--- config.mk ---
export PLATFORM = sky130hd
export DESIGN_NAME = mse_serial_master
export DESIGN_NICKNAME = d
export VERILOG_FILES = /design/src/rtl/mse_serial_master.sv
export SDC_FILE = /design/constraint.sdc
export NUM_CORES = 1
export LEC_CHECK = 0
export ABC_AREA = 1
export CAP_MARGIN = 20
export CORE_UTILIZATION = 45
export CTS_CLUSTER_SIZE = 16
export DETAILED_ROUTE_END_ITERATION = 12
export DONT_BUFFER_PORTS = 1
export SETUP_SLACK_MARGIN = 0.5
export SLEW_MARGIN = 20
export SYNTH_ARGS = -nofsm -noshare
export SYNTH_HDL_FRONTEND = slang
export SYNTH_SLANG_ARGS = --single-unit
export TNS_END_PERCENT = 50
--- constraint.sdc ---
create_clock -name clk -period 2.4 [get_ports clk]
set_input_delay 0.48 -clock clk [delete_from_list [all_inputs] [get_ports clk]]
set_output_delay 0.48 -clock clk [all_outputs]
set_load 0.005 [all_outputs]
--- src/rtl/mse_serial_master.sv ---
// Purpose : MSE serial bus initiator; turns one register read/write command into a serial frame and returns read data or a timeout.
// Latency : header (17 or 49 bit periods of 2*CLK_DIV clk) + SRDY wait (2-flop sync) + 32 bit periods on reads; rsp_valid on the first DONE cycle.
// Backpressure: cmd_ready only in IDLE, no queueing; rsp_valid is a 1-cycle pulse with no ready (host must always take it).
//
// Ports:
//   clk, reset_n                    system clock, async active-low reset
//   cmd_valid/cmd_ready             command handshake (accept when both high)
//   cmd_write, cmd_addr, cmd_wdata  command fields, latched on accept
//   rsp_valid, rsp_rdata,           response pulse; rdata is 0 for writes and timeouts and is held
//   rsp_timeout                     until the next response; timeout marks a missing SRDY
//   busy                            high from accept until the FSM is back in IDLE
//   mse_sclk, mse_sle, mse_sdi      serial clock (idles low), frame enable, master->slave data
//   mse_sdo, mse_srdy               slave->master data and ready, both 2-flop synchronised
module mse_serial_master #(
  parameter int ADDR_WIDTH = 16,
  parameter int DATA_WIDTH = 32,
  parameter int CLK_DIV    = 4,
  parameter int TIMEOUT    = 4096
) (
  input  logic                  clk,
  input  logic                  reset_n,
  input  logic                  cmd_valid,
  output logic                  cmd_ready,
  input  logic                  cmd_write,
  input  logic [ADDR_WIDTH-1:0] cmd_addr,
  input  logic [DATA_WIDTH-1:0] cmd_wdata,
  output logic                  rsp_valid,
  output logic [DATA_WIDTH-1:0] rsp_rdata,
  output logic                  rsp_timeout,
  output logic                  busy,
  output logic                  mse_sclk,
  output logic                  mse_sle,
  output logic                  mse_sdi,
  input  logic                  mse_sdo,
  input  logic                  mse_srdy
);

  localparam int HDR_MAX = 1 + ADDR_WIDTH + DATA_WIDTH;
  localparam int BCW     = $clog2(HDR_MAX + 1);
  localparam int PCW     = $clog2(CLK_DIV + 1);
  localparam int TCW     = $clog2(TIMEOUT + 1);

  typedef enum logic [2:0] {
    S_IDLE,
    S_SHIFT_OUT,
    S_WAIT_RDY,
    S_SHIFT_IN,
    S_DONE
  } state_t;

  state_t                state_q, state_d;
  logic [PCW-1:0]        phase_q, phase_d;     // clk count within the current SCLK half-period
  logic [BCW-1:0]        bit_q, bit_d;         // bit index within the current shift phase
  logic [TCW-1:0]        wait_q, wait_d;       // cycles spent in WAIT_RDY
  logic [HDR_MAX-1:0]    shreg_q, shreg_d;     // outgoing header, MSB-aligned
  logic                  write_q, write_d;
  logic [DATA_WIDTH-1:0] rin_q, rin_d;         // incoming read data
  logic                  sclk_q, sclk_d;
  logic                  sle_q, sle_d;
  logic                  sdi_q, sdi_d;
  logic                  busy_q, busy_d;
  logic                  rsp_valid_q, rsp_valid_d;
  logic                  rsp_timeout_q, rsp_timeout_d;
  logic [DATA_WIDTH-1:0] rsp_rdata_q, rsp_rdata_d;

  // Plain synchroniser chains for the asynchronous slave inputs.
  logic                  sdo_s1_q, sdo_s2_q;
  logic                  srdy_s1_q, srdy_s2_q;

  logic                  half_end;
  logic [BCW-1:0]        hdr_last;
  logic                  go_done;
  logic                  go_tmo;

  assign half_end = (phase_q == PCW'(CLK_DIV - 1));
  // Reads send only {write, addr}; writes append the data word.
  assign hdr_last = write_q ? BCW'(HDR_MAX - 1) : BCW'(ADDR_WIDTH);

  always_comb begin
    state_d       = state_q;
    phase_d       = phase_q;
    bit_d         = bit_q;
    wait_d        = wait_q;
    shreg_d       = shreg_q;
    write_d       = write_q;
    rin_d         = rin_q;
    sclk_d        = sclk_q;
    sle_d         = sle_q;
    sdi_d         = sdi_q;
    busy_d        = busy_q;
    rsp_valid_d   = 1'b0;
    rsp_timeout_d = rsp_timeout_q;
    rsp_rdata_d   = rsp_rdata_q;
    go_done       = 1'b0;
    go_tmo        = 1'b0;

    case (state_q)
      S_IDLE: begin
        if (cmd_valid) begin
          state_d = S_SHIFT_OUT;
          write_d = cmd_write;
          shreg_d = {cmd_write, cmd_addr, cmd_write ? cmd_wdata : {DATA_WIDTH{1'b0}}};
          sdi_d   = cmd_write;
          sle_d   = 1'b1;
          sclk_d  = 1'b0;
          phase_d = '0;
          bit_d   = '0;
          rin_d   = '0;
          busy_d  = 1'b1;
        end
      end

      S_SHIFT_OUT: begin
        phase_d = phase_q + PCW'(1);
        if (half_end) begin
          phase_d = '0;
          if (!sclk_q) begin
            sclk_d = 1'b1;
          end else begin
            // Falling edge: either the frame header is complete or the next bit goes out.
            sclk_d = 1'b0;
            if (bit_q == hdr_last) begin
              state_d = S_WAIT_RDY;
              wait_d  = '0;
              sdi_d   = 1'b0;
            end else begin
              bit_d   = bit_q + BCW'(1);
              sdi_d   = shreg_q[HDR_MAX-2];
              shreg_d = {shreg_q[HDR_MAX-2:0], 1'b0};
            end
          end
        end
      end

      S_WAIT_RDY: begin
        // SRDY wins over a timeout landing in the same cycle.
        if (srdy_s2_q) begin
          if (write_q) begin
            go_done = 1'b1;
          end else begin
            state_d = S_SHIFT_IN;
            phase_d = '0;
            bit_d   = '0;
            sclk_d  = 1'b0;
            sdi_d   = 1'b0;
          end
        end else if (wait_q == TCW'(TIMEOUT - 1)) begin
          go_done = 1'b1;
          go_tmo  = 1'b1;
        end else begin
          wait_d = wait_q + TCW'(1);
        end
      end

      S_SHIFT_IN: begin
        phase_d = phase_q + PCW'(1);
        // First high cycle of SCLK: capture the synchronised SDO, MSB arrives first.
        if (sclk_q && (phase_q == '0)) begin
          rin_d = {rin_q[DATA_WIDTH-2:0], sdo_s2_q};
        end
        if (half_end) begin
          phase_d = '0;
          if (!sclk_q) begin
            sclk_d = 1'b1;
          end else if (bit_q == BCW'(DATA_WIDTH - 1)) begin
            go_done = 1'b1;
          end else begin
            sclk_d = 1'b0;
            bit_d  = bit_q + BCW'(1);
          end
        end
      end

      S_DONE: begin
        // DONE doubles as the minimum inter-frame gap.
        phase_d = phase_q + PCW'(1);
        if (half_end) begin
          state_d = S_IDLE;
          phase_d = '0;
          busy_d  = 1'b0;
        end
      end

      default: begin
        state_d = S_IDLE;
      end
    endcase

    if (go_done) begin
      state_d       = S_DONE;
      phase_d       = '0;
      sle_d         = 1'b0;
      sclk_d        = 1'b0;
      sdi_d         = 1'b0;
      rsp_valid_d   = 1'b1;
      rsp_timeout_d = go_tmo;
      rsp_rdata_d   = (write_q || go_tmo) ? {DATA_WIDTH{1'b0}} : rin_q;
    end
  end

  always_ff @(posedge clk or negedge reset_n) begin
    if (!reset_n) begin
      state_q       <= S_IDLE;
      phase_q       <= '0;
      bit_q         <= '0;
      wait_q        <= '0;
      shreg_q       <= '0;
      write_q       <= 1'b0;
      rin_q         <= '0;
      sclk_q        <= 1'b0;
      sle_q         <= 1'b0;
      sdi_q         <= 1'b0;
      busy_q        <= 1'b0;
      rsp_valid_q   <= 1'b0;
      rsp_timeout_q <= 1'b0;
      rsp_rdata_q   <= '0;
      sdo_s1_q      <= 1'b0;
      sdo_s2_q      <= 1'b0;
      srdy_s1_q     <= 1'b0;
      srdy_s2_q     <= 1'b0;
    end else begin
      state_q       <= state_d;
      phase_q       <= phase_d;
      bit_q         <= bit_d;
      wait_q        <= wait_d;
      shreg_q       <= shreg_d;
      write_q       <= write_d;
      rin_q         <= rin_d;
      sclk_q        <= sclk_d;
      sle_q         <= sle_d;
      sdi_q         <= sdi_d;
      busy_q        <= busy_d;
      rsp_valid_q   <= rsp_valid_d;
      rsp_timeout_q <= rsp_timeout_d;
      rsp_rdata_q   <= rsp_rdata_d;
      sdo_s1_q      <= mse_sdo;
      sdo_s2_q      <= sdo_s1_q;
      srdy_s1_q     <= mse_srdy;
      srdy_s2_q     <= srdy_s1_q;
    end
  end

  assign cmd_ready   = (state_q == S_IDLE);
  assign busy        = busy_q;
  assign rsp_valid   = rsp_valid_q;
  assign rsp_timeout = rsp_timeout_q;
  assign rsp_rdata   = rsp_rdata_q;
  assign mse_sclk    = sclk_q;
  assign mse_sle     = sle_q;
  assign mse_sdi     = sdi_q;

endmodule
# After elaboration in Yosys (flattened, before gate mapping)
# Cells that the tools add are included.
# word_totals
register_bits	148
out_inout_bits	39
elab_cells	150
# op_classes
n_addsub	3
eq_ne	31
mux	72
n_reduce_logical	26
# ops
op	n
two-way mux 48 bit	4
two-way mux 32 bit	4
case mux 48 bit (2 select lines)	1
two-way mux 13 bit	5
case mux 32 bit (2 select lines)	1
two-way mux 6 bit	10
two-way mux 3 bit	13
inequality test 2 bit, second input constant	15
two-way mux 1 bit	26
case mux 13 bit (2 select lines)	1
case mux 6 bit (4 select lines)	1
inequality test 3 bit, second input constant	7
AND reduction 6 bit	3
case mux 3 bit (5 select lines)	1
adder 13 x 1 -> 13 bit, second input constant	1
equality test 13 x 12 -> 1 bit, second input constant	1
nonzero test 2 bit	6
nonzero test 4 bit	3
AND reduction 10 bit	1
equality test 3 x 2 -> 1 bit, second input constant	3
case mux 3 bit (3 select lines)	1
AND reduction 8 bit	1
adder 6 x 1 -> 6 bit, second input constant	1
equality test 6 x 5 -> 1 bit, second input constant	1
other kinds (17)	21

# Longest topological paths before layout
# logic_depth
depth_word	7
depth_mapped	12
depth_no_buf	12

# Least setup slack after synthesis
# No wires, ideal clock.
# synth_timing
kind	register to register
start	register wait_q[0]
end	register wait_q[8]
setup_time_ns	0.127
arrival_ns	1.548
path_slack_ns	0.725
stages_incl_launch_ff	10
path_buffers	1
synth_period_minus_slack_ns	1.675
cell_sequence	dfrtp_1 ha_1 nand3_1 nor3_2 nand2_1 nor2_1 nor2_4 buf_6 nand2_1 o21ai_0
# synth_via
elab_chain_cells	4
elab_cells_between_ends	7
cone_classes	add/sub: 1; eq/ne: 2; mux: 3; reduce/logical: 1
# synth_lines
item	line_no	text
start: declaration	54	logic [TCW-1:0] wait_q, wait_d;
start signal: assignment	225	wait_q <= wait_d;
adder 13 x 1 -> 13 bit	151	wait_d = wait_q + TCW'(1);
two-way mux 13 bit	147	end else if (wait_q == TCW'(TIMEOUT - 1)) begin
two-way mux 13 bit	137	if (srdy_s2_q) begin
case mux 13 bit (2 select lines)	97	case (state_q)
# Several ways; a longest one is shown, not always the timed one. The select of a mux whose other input is x is not followed.
# A chain may end at the register's enable or synchronous reset.

# Worst setup path after layout
# layout_timing
start	register bit_q[0]
end	register wait_q[8]
# layout_via
elab_chain_cells	3
# layout_lines
item	line_no	text
start: declaration	53	logic [BCW-1:0] bit_q, bit_d;
start signal: assignment	224	bit_q <= bit_d;
equality test 6 bit	122	if (bit_q == hdr_last) begin
inequality test 2 bit (no line)	n/a	
AND reduction 6 bit (no line)	n/a	
# Every way passes these cells.

==> impl_metrics.xml <==
<?xml version="1.0" encoding="UTF-8"?>
<metrics>
  <group name="run_status">
    <metric name="run_status" unit="">complete, but fails checks</metric>
    <metric name="violations" unit="">hold timing</metric>
  </group>
  <group name="yosys">
    <metric name="yosys-top-cells-area" unit="">sky130_fd_sc_hd__dfrtp_1 (51%), sky130_fd_sc_hd__nand2_1 (13%), sky130_fd_sc_hd__nand3_1 (8.4%)</metric>
    <metric name="ys.warnings.count" unit="">0</metric>
    <metric name="netlist.top_cell.by_area" unit="">sky130_fd_sc_hd__dfrtp_1</metric>
    <metric name="synth_compound_gate_area_share" unit="%">11.4</metric>
    <metric name="synth_area" unit="um2">7200</metric>
    <metric name="synth_area_in_xor_xnor" unit="%">1.34</metric>
    <metric name="yosys_most_used_dff" unit="">sky130_fd_sc_hd__dfrtp_1</metric>
    <metric name="yosys.area_share.adder" unit="%">0.869</metric>
    <metric name="ys_async_sr_fraction" unit="%">100</metric>
    <metric name="syn_area_per_cell" unit="um2">8.35</metric>
    <metric name="synth.ff_latch_count" unit="">148</metric>
    <metric name="postSynthNetCount" unit="">922</metric>
    <metric name="synth_top_family_by_area" unit="">simple AND/OR/NAND/NOR gates</metric>
    <metric name="netlist.area_leader.share" unit="%">51.4</metric>
    <metric name="yosys.cell_types.count" unit="">39</metric>
    <metric name="synth.top_cells.by_count" unit="">sky130_fd_sc_hd__nand2_1 (244), sky130_fd_sc_hd__dfrtp_1 (148), sky130_fd_sc_hd__nand3_1 (121)</metric>
    <metric name="ys_seq_area_share" unit="%">51.4</metric>
    <metric name="postSynthCellCount" unit="">863</metric>
    <metric name="synth_most_common_cell" unit="">sky130_fd_sc_hd__nand2_1</metric>
    <metric name="synth-edff-count" unit="">0</metric>
    <metric name="synth_mux_area_share" unit="%">0</metric>
    <metric name="synthSimpleGateAreaFrac" unit="%">26.2</metric>
  </group>
  <group name="route">
    <metric name="detail-route-antenna-nets" unit="">0</metric>
    <metric name="detail_route.vias_per_cell" unit="">5.14</metric>
    <metric name="wl" unit="mm">15.5</metric>
    <metric name="detailroute.via_count" unit="">5586</metric>
    <metric name="drt-pass1-iter-count" unit="">5</metric>
    <metric name="routedWlPerCell" unit="um">14.3</metric>
    <metric name="post-route-drc-count" unit="">0</metric>
    <metric name="dr.first_iter.drc_count" unit="">376</metric>
  </group>
  <group name="finish">
    <metric name="finalNetCount" unit="">922</metric>
    <metric name="nFillCells" unit="">1449</metric>
    <metric name="antennaDiodeCount" unit="">0</metric>
    <metric name="area.growth.synth_to_final" unit="%">12.7</metric>
    <metric name="final_layout_size_suffix_gt1_share" unit="%">14.4</metric>
  </group>
  <group name="power">
    <metric name="combinationalPowerShare" unit="%">0</metric>
    <metric name="power_switching_share" unit="%">22.5</metric>
    <metric name="power.switching" unit="mW">1.15</metric>
    <metric name="power.ir.vdd_worst" unit="mV">0.449</metric>
    <metric name="power.density_cell_area" unit="nW/um2">631</metric>
    <metric name="leakage" unit="nW">3.91</metric>
    <metric name="sequentialPowerShare" unit="%">48.8</metric>
    <metric name="internal_power_of_the_cells" unit="mW">3.97</metric>
    <metric name="pwr-share-clk" unit="%">51.1</metric>
  </group>
  <group name="global_routing">
    <metric name="grt.busiest_layer" unit="">met2</metric>
    <metric name="groute.layer.met1.usage" unit="%">26.4</metric>
    <metric name="grt_pass1_vias" unit="">5306</metric>
    <metric name="grt-ovfl-total" unit="">0</metric>
    <metric name="grt_max_degree" unit="">149</metric>
    <metric name="grt_pass1_wl" unit="mm">25.8</metric>
    <metric name="use_met2" unit="%">30.3</metric>
    <metric name="grtUsageMet3" unit="%">5.53</metric>
    <metric name="grt_antenna_before_repair" unit="">0</metric>
    <metric name="grt_use_total" unit="%">19.8</metric>
  </group>
  <group name="worst_setup_path">
    <metric name="startpoint_class" unit="">register</metric>
    <metric name="cp_data_required_time" unit="ns">2.69</metric>
    <metric name="timing.setup.critical_path_class" unit="">reg -&gt; reg</metric>
    <metric name="worstPathArrival" unit="ns">2.09</metric>
    <metric name="worstPathMaxFanout" unit="">8</metric>
    <metric name="endpoint_kind" unit="">register</metric>
  </group>
  <group name="floorplan">
    <metric name="die_width" unit="um">129</metric>
    <metric name="initial_utilization" unit="%">46.7</metric>
    <metric name="die_area" unit="um2">16500</metric>
    <metric name="placement_rows" unit="">45</metric>
    <metric name="fp.dieH" unit="um">129</metric>
    <metric name="floorplan.core_area" unit="um2">15400</metric>
    <metric name="boundaryPins" unit="">93</metric>
  </group>
  <group name="clock_tree">
    <metric name="clockBufferDepth" unit="">2</metric>
    <metric name="maximum_level_of_the_cts_h_tree" unit="">4</metric>
    <metric name="clock_latency" unit="ns">0.42</metric>
    <metric name="cts_root_buffer" unit="">sky130_fd_sc_hd__clkbuf_16</metric>
    <metric name="tritoncts" unit="">done</metric>
    <metric name="cts-buffers-inserted" unit="">17</metric>
    <metric name="clock_sinks" unit="">148</metric>
    <metric name="clk_pin_slew_worst_paths" unit="ns">0.07</metric>
  </group>
  <group name="timing">
    <metric name="slew-limit-headroom" unit="%">70.7</metric>
    <metric name="timing.fmax" unit="MHz">558</metric>
    <metric name="min_period_over_period" unit="%">74.7</metric>
    <metric name="finalHoldViolations" unit="">148</metric>
    <metric name="final_max_slew_viol_count" unit="">0</metric>
    <metric name="postLayoutSetupSlackWorst" unit="ns">0.606</metric>
    <metric name="pin_slew_with_the_least_headroom_to_its_limit" unit="ns">0.436</metric>
    <metric name="report.final.setup_viol" unit="">0</metric>
    <metric name="clock_skew" unit="ns">0.0101</metric>
    <metric name="rsz0062_at_grt" unit="">true</metric>
    <metric name="timing.hold.ws" unit="ns">-0.240</metric>
    <metric name="tns" unit="ns">0</metric>
    <metric name="finalWorstPathRequiredPeriod" unit="ns">1.79</metric>
  </group>
  <group name="place">
    <metric name="place_hpwl" unit="mm">9.64</metric>
    <metric name="place.gp.congestion" unit="">0.898</metric>
    <metric name="detailedPlace.worstSlack" unit="ns">0.307</metric>
    <metric name="buffer_ports.inserted" unit="">0</metric>
  </group>
  <group name="worst_hold_path">
    <metric name="hp-class" unit="">in -&gt; async</metric>
  </group>
  <group name="flow_run">
    <metric name="timing.max_cap.violations" unit="">0</metric>
  </group>
</metrics>
[flip-flops by register name, summed over array words and instances (netlist names)]
| signal | flops |
|---|---|
| busy | 1 |
| rsp_rdata | 32 |
| sdo_s1_q | 1 |
| mse_sdi | 1 |
| shreg_q | 48 |
| rsp_valid | 1 |
| srdy_s2_q | 1 |
| wait_q | 13 |
| srdy_s1_q | 1 |
| sdo_s2_q | 1 |
| bit_q | 6 |
| rsp_timeout | 1 |
| write_q | 1 |
| state_q | 3 |
| rin_q | 32 |
| mse_sle | 1 |
| mse_sclk | 1 |
| phase_q | 3 |
[path summary, 6_finish.rpt]
kind	cells past startpoint	to	slack, ns	from
worst max-delay path	10	wait_q[8]	0.61	bit_q[0]
worst min-delay path	0	wait_q[2]	-0.24	reset_n
worst max register to register	10	wait_q[8]	0.61	bit_q[0]
worst min register to register	0	srdy_s2_q	0.35	srdy_s1_q
max in group asynchronous	0	wait_q[0]	2.42	reset_n
min in group clk	0	srdy_s1_q	0.09	mse_srdy
[layer usage]
metal,up-vias,part of all wire (%)
met4,0,1.5
met3,17,5.8
met1,2635,46
li1,2798,-
met5,-,0
met2,136,47
[power groups by stage]
stage                     registers, mW  logic (mW)  clock network [mW]
after floorplan                    2.55     0.00135                   0
after global placement             2.55     0.00169                   0
after detailed placement           2.55     0.00175                   0
after CTS                          2.50     0.00175                2.67
after global routing               2.50     0.00230                2.78
final                              2.50     0.00193                2.62
[layout make-up]
class	instances	area, um2	share of cell area (%)
flip-flops and latches	148	3710	45.7
clock inverters	15	166	2.05
well taps	211	264	3.25
repair buffers	26	275	3.39
multi-input cells	576	2920	35.9
clock buffers	17	425	5.24
inverters	94	363	4.47
[critical path, stage by stage (launching register included)]
cell	delay, ns
sky130_fd_sc_hd__dfrtp_1	0.40
sky130_fd_sc_hd__inv_2	0.08
sky130_fd_sc_hd__ha_1	0.15
sky130_fd_sc_hd__nand2_1	0.06
sky130_fd_sc_hd__nor2_2	0.12
sky130_fd_sc_hd__nand2_1	0.09
sky130_fd_sc_hd__nand2_2	0.14
sky130_fd_sc_hd__nand4_1	0.16
sky130_fd_sc_hd__nor2_4	0.22
sky130_fd_sc_hd__buf_6	0.16
sky130_fd_sc_hd__o21ai_0	0.08
[through the flow]
step	total power [mW]	instance area, um2	util (%)	instances
floorplan	2.55	7200	-	863
global placement	2.55	7320	47.4	1042
detailed placement	2.55	7320	47.4	1042
CTS	5.18	7950	51.5	1077
global route	5.28	8120	52.6	1087
finish	5.12	8120	52.6	1087
[cell usage in the layout (no fill, tap or decap), types with 8 or more instances in the layout]
master,n
sky130_fd_sc_hd__nor2_1,28
sky130_fd_sc_hd__dfrtp_1,146
sky130_fd_sc_hd__o21ai_1,8
sky130_fd_sc_hd__clkbuf_16,19
sky130_fd_sc_hd__buf_4,19
sky130_fd_sc_hd__xor2_1,9
sky130_fd_sc_hd__inv_1,82
sky130_fd_sc_hd__nor2_2,8
sky130_fd_sc_hd__o211ai_2,10
sky130_fd_sc_hd__nand3_1,119
sky130_fd_sc_hd__o21ai_2,11
sky130_fd_sc_hd__o21ai_0,85
sky130_fd_sc_hd__inv_2,9
sky130_fd_sc_hd__nand2_1,243
[cell families after synthesis]
kind of cell,after synthesis
AND/OR/NAND/NOR,428
flip-flops,148
buffers and inverters,139
AO/OA/AOI/OAI,132
XOR/XNOR,11
adder cells (fa/ha/maj),5
[what timing repair did]
action                                 4_1_cts  5_1_grt
endpoints found under the hold margin      148      148
resized for setup                            4       22
setup endpoints to repair                   65      103
gates cloned                                 0        2
buffers inserted                             3        8
pin swaps                                    2        5
Note: power is estimated with default switching activity, not from simulation.
